`src/rtl/uart_pkg.sv`:
```
// Shared definitions for the UART receive controller: FSM state encoding and
// baud-timer sizing helpers.
package uart_pkg;

  localparam logic [2:0] ST_IDLE   = 3'd0;
  localparam logic [2:0] ST_START  = 3'd1;
  localparam logic [2:0] ST_DATA   = 3'd2;
  localparam logic [2:0] ST_PARITY = 3'd3;
  localparam logic [2:0] ST_STOP   = 3'd4;
  localparam logic [2:0] ST_BREAK  = 3'd5;

  function automatic int timer_width(input int clks_per_bit);
    return (clks_per_bit <= 2) ? 1 : $clog2(clks_per_bit);
  endfunction

  // Half load puts the first sample in the middle of the start bit.
  function automatic int half_load(input int clks_per_bit);
    return clks_per_bit / 2 - 1;
  endfunction

  function automatic int full_load(input int clks_per_bit);
    return clks_per_bit - 1;
  endfunction

endpackage

```
`src/rtl/uart_baud_timer.sv`:
```
// Down-counting baud timer: ticks when armed and the count reaches zero, then
// reloads the full bit period on every tick.
module uart_baud_timer
  import uart_pkg::*;
#(
  parameter int CLKS_PER_BIT = 434
) (
  input  logic clk,
  input  logic rst_n,
  input  logic load_half_i,
  input  logic load_full_i,
  input  logic arm_i,
  output logic tick_o
);

  localparam int TW = timer_width(CLKS_PER_BIT);
  localparam logic [TW-1:0] HALF = TW'(half_load(CLKS_PER_BIT));
  localparam logic [TW-1:0] FULL = TW'(full_load(CLKS_PER_BIT));

  logic [TW-1:0] cnt_q;
  logic          armed_q;

  assign tick_o = armed_q && arm_i && (cnt_q == '0);

  // NOTE: sequential state uses non-blocking assignments so every flop samples
  // pre-edge values regardless of statement order.
  always_ff @(posedge clk or negedge rst_n) begin
    if (!rst_n) begin
      cnt_q   <= '0;
      armed_q <= 1'b0;
    end else if (load_half_i) begin
      cnt_q   <= HALF;
      armed_q <= 1'b1;
    end else if (load_full_i) begin
      cnt_q   <= FULL;
      armed_q <= 1'b1;
    end else if (!arm_i) begin
      armed_q <= 1'b0;
    end else if (tick_o) begin
      cnt_q <= FULL;
    end else if (armed_q) begin
      cnt_q <= cnt_q - TW'(1);
    end
  end

endmodule

```
`src/rtl/uart_rx_ctrl.sv`:
```
// UART receive frame sequencer with valid/ready output handshake.
// Optional even-parity checking is enabled by defining UART_RX_PARITY_EN.
module uart_rx_ctrl
  import uart_pkg::*;
#(
  parameter int CLKS_PER_BIT = 434,
  parameter int DATA_BITS    = 8
) (
  input  logic                 clk,
  input  logic                 rst_n,
  input  logic                 rx_i,
  output logic [DATA_BITS-1:0] data_o,
  output logic                 valid_o,
  input  logic                 ready_i,
  output logic                 busy_o,
  output logic                 frame_err_o,
  output logic                 overrun_o,
  output logic                 parity_err_o
);

  localparam int BW = $clog2(DATA_BITS + 1);

  logic                 sync1_q, sync2_q, rxs_prev_q;
  logic                 rxs, rx_fall;
  logic [2:0]           state_q, state_d;
  logic [DATA_BITS-1:0] shreg_q, shreg_d;
  logic [BW-1:0]        bit_cnt_q, bit_cnt_d;
  logic [DATA_BITS-1:0] data_q;
  logic                 valid_q, frame_err_q, overrun_q;
  logic                 tick, load_half, load_full, arm;
  logic                 deliver, stop_bad, par_bad;

  // Synchroniser and edge detector preset to idle-high so reset is not a falling edge.
  always_ff @(posedge clk or negedge rst_n) begin
    if (!rst_n) begin
      sync1_q    <= 1'b1;
      sync2_q    <= 1'b1;
      rxs_prev_q <= 1'b1;
    end else begin
      sync1_q    <= rx_i;
      sync2_q    <= sync1_q;
      rxs_prev_q <= sync2_q;
    end
  end

  assign rxs     = sync2_q;
  assign rx_fall = rxs_prev_q && !rxs;

  assign load_half = (state_q == ST_IDLE) && rx_fall;
  assign load_full = (state_q == ST_START) && tick && !rxs;
  assign arm       = (state_q == ST_START) || (state_q == ST_DATA) ||
                     (state_q == ST_PARITY) || (state_q == ST_STOP);

  uart_baud_timer #(
    .CLKS_PER_BIT(CLKS_PER_BIT)
  ) u_timer (
    .clk        (clk),
    .rst_n      (rst_n),
    .load_half_i(load_half),
    .load_full_i(load_full),
    .arm_i      (arm),
    .tick_o     (tick)
  );

  // NOTE: every always_comb output gets a default first, so no path can infer a latch.
  always_comb begin
    state_d   = state_q;
    shreg_d   = shreg_q;
    bit_cnt_d = bit_cnt_q;
    case (state_q)
      ST_IDLE:  if (rx_fall) state_d = ST_START;
      ST_START: if (tick) begin
        state_d   = rxs ? ST_IDLE : ST_DATA;
        bit_cnt_d = '0;
      end
      ST_DATA:  if (tick) begin
        shreg_d   = {rxs, shreg_q[DATA_BITS-1:1]};
        bit_cnt_d = bit_cnt_q + BW'(1);
        if (bit_cnt_q == BW'(DATA_BITS - 1)) begin
`ifdef UART_RX_PARITY_EN
          state_d = ST_PARITY;
`else
          state_d = ST_STOP;
`endif
        end
      end
      ST_PARITY: if (tick) state_d = ST_STOP;
      ST_STOP:  if (tick) state_d = rxs ? ST_IDLE : ST_BREAK;
      ST_BREAK: if (rxs) state_d = ST_IDLE;
      default:  state_d = ST_IDLE;
    endcase
  end

  always_ff @(posedge clk or negedge rst_n) begin
    if (!rst_n) begin
      state_q   <= ST_IDLE;
      shreg_q   <= '0;
      bit_cnt_q <= '0;
    end else begin
      state_q   <= state_d;
      shreg_q   <= shreg_d;
      bit_cnt_q <= bit_cnt_d;
    end
  end

`ifdef UART_RX_PARITY_EN
  logic par_bad_q, parity_err_q, par_mismatch;

  // Even parity: data bits plus parity bit must hold an even number of ones.
  assign par_mismatch = (state_q == ST_PARITY) && tick && ((^shreg_q) ^ rxs);

  always_ff @(posedge clk or negedge rst_n) begin
    if (!rst_n) begin
      par_bad_q    <= 1'b0;
      parity_err_q <= 1'b0;
    end else begin
      parity_err_q <= par_mismatch;
      if (load_half)         par_bad_q <= 1'b0;
      else if (par_mismatch) par_bad_q <= 1'b1;
    end
  end

  assign par_bad      = par_bad_q;
  assign parity_err_o = parity_err_q;
`else
  assign par_bad      = 1'b0;
  assign parity_err_o = 1'b0;
`endif

  assign stop_bad = (state_q == ST_STOP) && tick && !rxs;
  assign deliver  = (state_q == ST_STOP) && tick && rxs && !par_bad;

  // A completed byte is only discarded when the previous one is still unaccepted.
  always_ff @(posedge clk or negedge rst_n) begin
    if (!rst_n) begin
      data_q      <= '0;
      valid_q     <= 1'b0;
      frame_err_q <= 1'b0;
      overrun_q   <= 1'b0;
    end else begin
      frame_err_q <= stop_bad;
      overrun_q   <= 1'b0;
      if (deliver) begin
        if (!valid_q || ready_i) begin
          data_q  <= shreg_q;
          valid_q <= 1'b1;
        end else begin
          overrun_q <= 1'b1;
        end
      end else if (valid_q && ready_i) begin
        valid_q <= 1'b0;
      end
    end
  end

  assign data_o      = data_q;
  assign valid_o     = valid_q;
  assign frame_err_o = frame_err_q;
  assign overrun_o   = overrun_q;
  assign busy_o      = (state_q != ST_IDLE);

endmodule

```
`config.mk`:
```
export PLATFORM = sky130hd
export DESIGN_NAME = uart_rx_ctrl
export DESIGN_NICKNAME = d
export VERILOG_FILES = /design/src/rtl/uart_pkg.sv /design/src/rtl/uart_baud_timer.sv /design/src/rtl/uart_rx_ctrl.sv
export SDC_FILE = /design/constraint.sdc
export NUM_CORES = 1
export LEC_CHECK = 0
export CAP_MARGIN = 20
export CORE_MARGIN = 2
export CORE_UTILIZATION = 65
export DETAILED_ROUTE_END_ITERATION = 8
export DONT_BUFFER_PORTS = 1
export PLACE_DENSITY = 0.81
export SYNTH_ARGS = -nofsm -noshare
export SYNTH_HDL_FRONTEND = slang
export SYNTH_SLANG_ARGS = --single-unit
export TNS_END_PERCENT = 100
```
`constraint.sdc`:
```
create_clock -name clk -period 6.8 [get_ports clk]
set_input_delay 1.02 -clock clk [delete_from_list [all_inputs] [get_ports clk]]
set_output_delay 1.02 -clock clk [all_outputs]
set_load 0.1 [all_outputs]
```
# Word level (Yosys, flattened, before mapping)
# Index checks and enable logic that the tools add are counted.
[classes]
addsub = 2
n_mul = 0
n_div = 0
order_cmp = 0
eq_ne = 15
n_shift = 0
mux = 26
n_bitwise = 0
n_reduce_logical = 29
[op_table]
columns = ["operator", "n"]
rows = [
  ["2-to-1 mux 9 bit", 5],
  ["2-to-1 mux 3 bit", 8],
  ["one-hot mux 3 bit (6 select lines)", 1],
  ["inequality test 2 bit (second input constant)", 6],
  ["logical AND 1 bit", 10],
  ["zero test 9 bit", 1],
  ["subtractor 9 x 1 -> 9 bit (second input constant)", 1],
  ["2-to-1 mux 1 bit", 8],
  ["2-to-1 mux 4 bit", 2],
  ["one-hot mux 4 bit (2 select lines)", 1],
  ["AND reduction 2 bit", 4],
  ["AND reduction 7 bit", 1],
  ["equality test 3 x 2 -> 1 bit (second input constant)", 2],
  ["equality test 3 bit (second input constant)", 2],
  ["nonzero test 3 bit", 2],
  ["adder 4 x 1 -> 4 bit (second input constant)", 1],
  ["equality test 4 x 3 -> 1 bit (second input constant)", 1],
  ["logical OR 1 bit", 4],
  ["inequality test 2 x 1 -> 1 bit (second input constant)", 2],
  ["nonzero test 2 bit", 2],
  ["nonzero test 4 bit", 1],
  ["equality test 3 x 1 -> 1 bit (second input constant)", 1],
  ["zero test 3 bit", 1],
  ["inequality test 3 bit (second input constant)", 1],
  ["other kinds (3)", 4],
]
[word_totals]
ff_bits = 39
latch_bits = 0
ramBits = 0
mem_bits_ro = 0
in_bits = 4
elab_cells = 84
memories = 0

# Longest topological paths before layout
# Gate-level depths: netlist (run 1).
[logic_depth]
depth_word = 10
mapped_depth = 7
ltp_nobuf = 6

# Cells and area by module
# A second synthesis (run 1) with hierarchy kept.
[unflattened]
cells_unflattened = 151
area_unflattened_um2 = 1810.5
[by_module_without_submodules]
columns = ["module", "n_inst", "cells_each", "area_per_inst_um2"]
rows = [
  ["uart_rx_ctrl", 1, 100, 1271.2],
  ["uart_baud_timer", 1, 51, 539.3],
]

# Worst setup path after synthesis (run 1)
# OpenSTA, ideal clock, no wires.
[synth_path]
path_kind = "reg2reg"
startpoint = "register state_q[2]"
endpoint = "register shreg_q[0]"
arrival_time_ns = 2.496
required_ns = 6.675
path_slack_ns = 4.179
path_stages_with_launch = 7
path_cell_list = "dfrtp_1 or3_1 clkbuf_1 and3_1 clkbuf_1 nand4_2 mux2_2"
[synth_via]
elab_chain_len = 7
[synth_rtl]
columns = ["element", "line_no", "text"]
rows = [
  ["start: declaration", "uart_rx_ctrl.sv:25", "logic [2:0] state_q, state_d;"],
  ["start signal: assignment", "uart_rx_ctrl.sv:100", "state_q <= state_d;"],
  ["equality test 3 x 1 -> 1 bit / equality test 3 x 2 -> 1 bit (equally long branches)", "uart_rx_ctrl.sv:51, uart_rx_ctrl.sv:70", ""],
  ["logical OR 1 bit (2 in a row)", "uart_rx_ctrl.sv:51", "assign arm = (state_q == ST_START) || (state_q == ST_DATA) ||"],
  ["logical OR 1 bit", "uart_rx_ctrl.sv:52", "(state_q == ST_PARITY) || (state_q == ST_STOP);"],
  ["logical AND 1 bit (2 in a row)", "uart_baud_timer.sv:23", "assign tick_o = armed_q && arm_i && (cnt_q == '0);"],
  ["AND reduction 2 bit (no line) (*)", "-", ""],
  ["end signal: assignment", "uart_rx_ctrl.sv:101", "shreg_q <= shreg_d;"],
  ["end: declaration", "uart_rx_ctrl.sv:26", "logic [DATA_BITS-1:0] shreg_q, shreg_d;"],
]
# Every way passes the cells marked *; elsewhere a longest branch is shown, timed or not.
# A chain may end at the register's enable or synchronous reset.

# Worst setup path in the final report (run 1)
[layout_path]
startpoint = "register u_timer.cnt_q[0]"
endpoint = "register data_q[0], in the netlist data_o[0]"
[layout_via]
elab_chain_len = 5
[layout_rtl]
columns = ["element", "line_no", "text"]
rows = [
  ["start: declaration", "uart_baud_timer.sv:20", "logic [TW-1:0] cnt_q;"],
  ["start signal: assignment", "uart_baud_timer.sv:42", "cnt_q <= cnt_q - TW'(1);"],
  ["zero test 9 bit", "uart_baud_timer.sv:23", ""],
  ["logical AND 1 bit", "uart_baud_timer.sv:23", ""],
  ["logical AND 1 bit (2 in a row)", "uart_rx_ctrl.sv:131", "assign deliver = (state_q == ST_STOP) && tick && rxs && !par_bad;"],
  ["AND reduction 2 bit (no line)", "-", ""],
  ["end signal: assignment", "uart_rx_ctrl.sv:145", "data_q <= shreg_q;"],
  ["end: declaration", "uart_rx_ctrl.sv:28", "logic [DATA_BITS-1:0] data_q;"],
]
# No other way between the ends.

==> out/summary.txt, run 1 <==
GR peak layer: met2
DIE WIDTH: 56.8 µm
Cts-stage hold buffer count: 0
TritonCTS clock tree: built
Chip Height: 56.8 µm
Area contributors post-synth: dfrtp_1 (50%), mux2_2 (11%), dfstp_2 (4.3%)
Complex-gate fraction of the synthesized area: 12.4%
Antenna Nets Post-Route: 0
RSZ-0062 raised after global routing: no
Post-Syn Nets: 166
Synth top area share: 49.7%
Sequential area share after synthesis: 54.0%
Cts repair resizes: 0
Max Cap Viol: 0
Core area: 2710 µm²
Cell count after synthesis: 160
Grt total ovfl: 0
Netlist cell types: 44
#FFs+latches synth: 39
Most used DFF post-synth: dfrtp_1
Share of cells above drive strength 1: 20.6%
Final Non-Filler Cells: 191
Crit Path Max Fanout: 13
Multiplexer share of the synthesized area: 11.1%
Simple-gate share of the synthesized area: 16.8%
Reg2Reg Setup Slack: 3.89 ns
Final setup fails: 0
Worst reg2reg startpoint: u_timer.cnt_q[0]
Power Density: 313 nW/µm²
Status: finished clean
Ports: 17
Worst skew pair latency: 0.35 ns
Starting Density: 66.9%
Hold WS: 0.339 ns
Total track usage: 25.4%
Endpoint class of the critical path: register
Layout Skew: 0.0140 ns
Clk buf depth: 2
Syn Area/Cell: 11.3 µm²
Synthesis-to-layout area growth: 4.69%
Met3 Usage GRT: 8.06%
Crit path kind: reg -> reg
Die ar.: 3230 µm²
Met2 GRT Util: 39.2%
Peak Freq: 0.343 GHz
Final period utilization: 42.9%
Max rail drop VDD: 0.000296 V
Fin. Hold Viols: 0
Adder-Cell Fraction of Synth Area: 1.38%
Async set-reset flop share out of synthesis: 100%
Largest net degree at the start of global routing: 40
Post-synth EDFFs: 0
Arrival @ worst endpoint: 3.17 ns
Iter 0 DRT Violations: 66
Worst r2r dst: data_o[0]
CTS root buf: clkbuf_4
GRT met1 Usage: 34.0%
Total Power: 0.594 mW
Number of global-route vias before repair: 1,230
Clock transition at the registers of the reported paths: 0.13 ns
Initial antenna violation count: 0
HPWL after DPL: 2.41 mm
Synth top cells by count: dfrtp_1 (36), mux2_2 (17), inv_1 (8)
Final Max Tran Viols: 0
Row count: 19
Minimum clock period: 2.91 ns
Placed instance count: 183
Post-CTS setup buffers: 0
DRC viols: 0
Vias/cell: 6.67
Setup TNS: 0 ns
Worst min path class: in -> async
Routed WL: 3.40 mm
Relative slew slack: 30.6%
Via count: 1,274
I/O Buffers: 0
# clock sinks: 39
Final Net Count: 165
Ant. Diodes: 0
Pre-CTS WS: 3.88 ns
Final WS setup: 3.89 ns
Worst Tran Pin Value: 1.04 ns
WL/cell: 17.8 µm
CTS Buf Count: 5
Largest area contributor in the netlist: dfrtp_1
Critical Path RT: 7.05 ns
Worst-case reg-to-reg path depth: 6
Placer congestion estimate: 0.875
Yosys warning count: 0
Startpoint Class: register
XOR/XNOR Fraction of Synth Area: 0.483%
First-pass GRT wire length: 6.09 mm
Post-Syn Area: 1810 µm²
Pleak: 0.868 nW
Most frequent cell after synthesis: dfrtp_1
Largest family of logic cells by synthesized area: simple AND/OR/NAND/NOR gates
Detailed Routing Iterations Pass 1: 4
CTS H-tree depth: 2
-- cell type report --
cell class                 count  area (µm²)
fill                         190         812
clock buffer                   5        37.5
tap                           31        38.8
multi-input combinational    105         768
sequential                    39         980
clock inverter                 3        43.8
inverter                       8        30.0
-- worst max-delay path: stages, from the launching register on --
cell     delay [ns]
dfrtp_1        0.41
inv_1          0.10
ha_1           0.20
or4b_4         0.51
nor2_1         0.66
and4_1         0.55
mux2_2         0.39
-- per-layer routing --
layer | share of wire (%) | vias up
met3 | 6.4 | 9
li1 | - | 591
met1 | 44 | 630
met4 | 1.9 | 0
met2 | 48 | 44
met5 | 0 | -
-- state kept, by name, indices dropped and copies added (netlist names) --
name / cells
frame_err_o: 1
u_timer.armed_q: 1
rxs: 1
sync1_q: 1
u_timer.cnt_q: 9
bit_cnt_q: 4
rxs_prev_q: 1
shreg_q: 8
overrun_o: 1
valid_o: 1
state_q: 3
data_o: 8
-- cell families after synthesis --
logic type | Yosys count
AO/OA/AOI/OAI | 32
multiplexers | 18
AND/OR/NAND/NOR | 51
XOR/XNOR | 1
adder cells (fa/ha/maj) | 2
flip-flops | 39
buffers and inverters | 16
other | 1
-- layout by cell type (no fill, tap or decap), types with 4 or more instances in the layout --
cell / instances
inv_1: 8
or4_1: 5
mux2_2: 17
nor3_1: 6
clkbuf_4: 5
nor2_1: 7
dfrtp_1: 36
o21ai_0: 7
nand3_1: 6
a21oi_1: 4
nand2_1: 6
-- metrics by stage --
step	area, µm²	util (%)
after global placement	1820	67.0
after global routing	1900	70.0
after floorplan	1810	-
final	1900	70.0
after detailed placement	1820	67.0
after CTS	1900	70.0
-- worst max path at each step --
| stage | from | cells after the start | endpoint | slack, ns |
|---|---|---|---|---|
| finish | u_timer.cnt_q[0] | 6 | data_o[0] | 3.89 |
| global route | u_timer.cnt_q[0] | 6 | data_o[0] | 3.66 |
| CTS | u_timer.cnt_q[0] | 6 | data_o[0] | 3.87 |
| detailed placement | u_timer.cnt_q[0] | 6 | data_o[0] | 3.88 |
| global placement | state_q[1] | 4 | u_timer.cnt_q[6] | 4.01 |
| floorplan | state_q[2] | 6 | shreg_q[0] | 4.18 |
-- power breakdown --
group	switching, mW	leakage [nW]	internal, mW
Combinational	0.0982	0.313	0.0487
Sequential	0.0364	0.509	0.257
Clock	0.0773	0.0452	0.0774
Total	0.212	0.868	0.383
Power figures use the tool's default switching activity.
==> run 2, diff against run 1 <==
CORE_UTILIZATION = 61   (was 65)
PLACE_DENSITY = 0.77   (was 0.81)
clock period = 2.9 ns   (was 6.8 ns; I/O delays follow)
==> out/summary.txt, run 2 (same netlist as run 1, synthesis figures left out) <==
Status: finished clean
GR peak layer: met2
Internal power: 0.823 mW
Layout Skew: 0.00757 ns
Placer congestion estimate: 0.937
Crit Path Max Fanout: 14
Worst skew pair latency: 0.33 ns
Commonest non-fill, non-tap cell in the layout: dfrtp_1
Sw frac: 38.0%
Cts-stage hold buffer count: 2
Relative slew slack: 38.8%
Synthesis-to-layout area growth: 6.07%
Largest net degree at the start of global routing: 40
Vias/cell: 6.78
Power Density: 690 nW/µm²
Arrival @ worst endpoint: 2.65 ns
Post-CTS setup buffers: 0
Via count: 1,329
RSZ-0062 raised after global routing: no
Endpoint class of the critical path: register
Share of cells above drive strength 1: 21.8%
Core area: 2780 µm²
Combinational share of power: 28.6%
DIE WIDTH: 58.5 µm
WL/cell: 17.2 µm
CTS root buf: clkbuf_4
Max rail drop VDD: 0.000550 V
Grt total ovfl: 0
CTS Buf Count: 5
Final setup fails: 0
P_sw: 0.504 mW
Row count: 19
Reg with most FFs: u_timer.cnt_q
TritonCTS clock tree: built
Final Max Tran Viols: 0
Die ar.: 3420 µm²
GRT met1 Usage: 30.5%
Initial antenna violation count: 0
Fin. Hold Viols: 0
Pleak: 0.880 nW
Cts repair resizes: 0
CTS H-tree depth: 2
Final Net Count: 170
Max Cap Viol: 0
Ant. Diodes: 0
Routed WL: 3.38 mm
Number of global-route vias before repair: 1,249
Detailed Routing Iterations Pass 1: 4
Chip Height: 58.5 µm
Starting Density: 65.2%
Clock transition at the registers of the reported paths: 0.11 ns
Final instance area: 1920 µm²
Sequential fraction of design power: 51.8%
Minimum clock period: 2.39 ns
Startpoint Class: register
HPWL after DPL: 2.45 mm
Clock power frac: 19.6%
Crit path kind: reg -> reg
Clk buf depth: 2
Iter 0 DRT Violations: 65
DRC viols: 0
Setup TNS: 0 ns
Max reg flops: 9
Worst Tran Pin Value: 0.918 ns
# clock sinks: 39
Met2 GRT Util: 35.0%
Total track usage: 22.6%
I/O Buffers: 0
Worst min path class: in -> reg
Final period utilization: 82.4%
Peak Freq: 0.419 GHz
Antenna Nets Post-Route: 0
First-pass GRT wire length: 5.78 mm
Cell Area, Placed: 1840 µm²
Ports: 17
Critical Path RT: 3.17 ns
Most frequent cells in the layout: dfrtp_1 (36), mux2_2 (17), inv_1 (8), o21ai_0 (7), nor2_1 (7)
Met3 Usage GRT: 5.71%
## run 2: cell count changes in the layout (fill, tap and decap cells not counted), sizes merged
cell	delta
dlygate4sd3	+1
clkinv	-1
clkbuf	+1
bufinv	-1
clkinvlp	+1
buf	+4
## run 2: power groups by stage
stage          sequential (mW)  clock (mW)  combinational, mW
3_3_place_gp             0.687           0              0.345
3_5_place_dp             0.694           0              0.358
4_1_cts                  0.682       0.272              0.377
5_1_grt                  0.695       0.296              0.415
6_report                 0.688       0.260              0.380
2_1_floorplan            0.659           0              0.316
## run 2: routing by layer
| layer | part of all wire, % | up-vias |
|---|---|---|
| met5 | 0 | - |
| met4 | 1.7 | 0 |
| met3 | 6.7 | 8 |
| met2 | 49 | 58 |
| met1 | 43 | 661 |
| li1 | - | 602 |
## run 2: critical path: stages (launching register included)
cell     delay (ns)
dfrtp_1        0.62
or3_1          0.22
buf_4          0.32
nand3_1        0.44
or4_1          0.62
nand3_1        0.10
## run 2: stage by stage
stage / total power [mW] / setup WS [ns] / cells / utilization, % / hold slack (ns)
final: 1.33 / 0.512 / 196 / 69.1 / 0.0960
after global routing: 1.41 / 0.343 / 196 / 69.1 / 0.0608
after CTS: 1.33 / 0.558 / 196 / 69.1 / 0.0801
after detailed placement: 1.05 / 0.581 / 186 / 66.1 / 0.140
after global placement: 1.03 / 0.675 / 186 / 66.1 / 0.140
after floorplan: 0.975 / 0.279 / 160 / - / 0.139
## run 2: path summary, 6_finish.rpt
check,start,endpoint,slack (ns),depth (start not counted)
setup / recovery,state_q[1],u_timer.cnt_q[6],0.51,5
min in group asynchronous,rst_n,bit_cnt_q[2],0.54,2
setup reg to reg,state_q[1],u_timer.cnt_q[6],0.51,5
hold reg to reg,sync1_q,rxs,0.37,0
max in group asynchronous,rst_n,rxs,2.10,2
hold / removal,rx_i,sync1_q,0.1,0
## run 2: area by class of cell
| class | instances | area [µm²] |
|---|---|---|
| flip-flops and latches | 39 | 980 |
| fillers | 202 | 858 |
| multi-input cells | 105 | 768 |
| repair buffers | 5 | 52.6 |
| clock buffers | 6 | 41.3 |
| well taps | 31 | 38.8 |
| inverters | 8 | 30.0 |
| clock inverters | 2 | 12.5 |
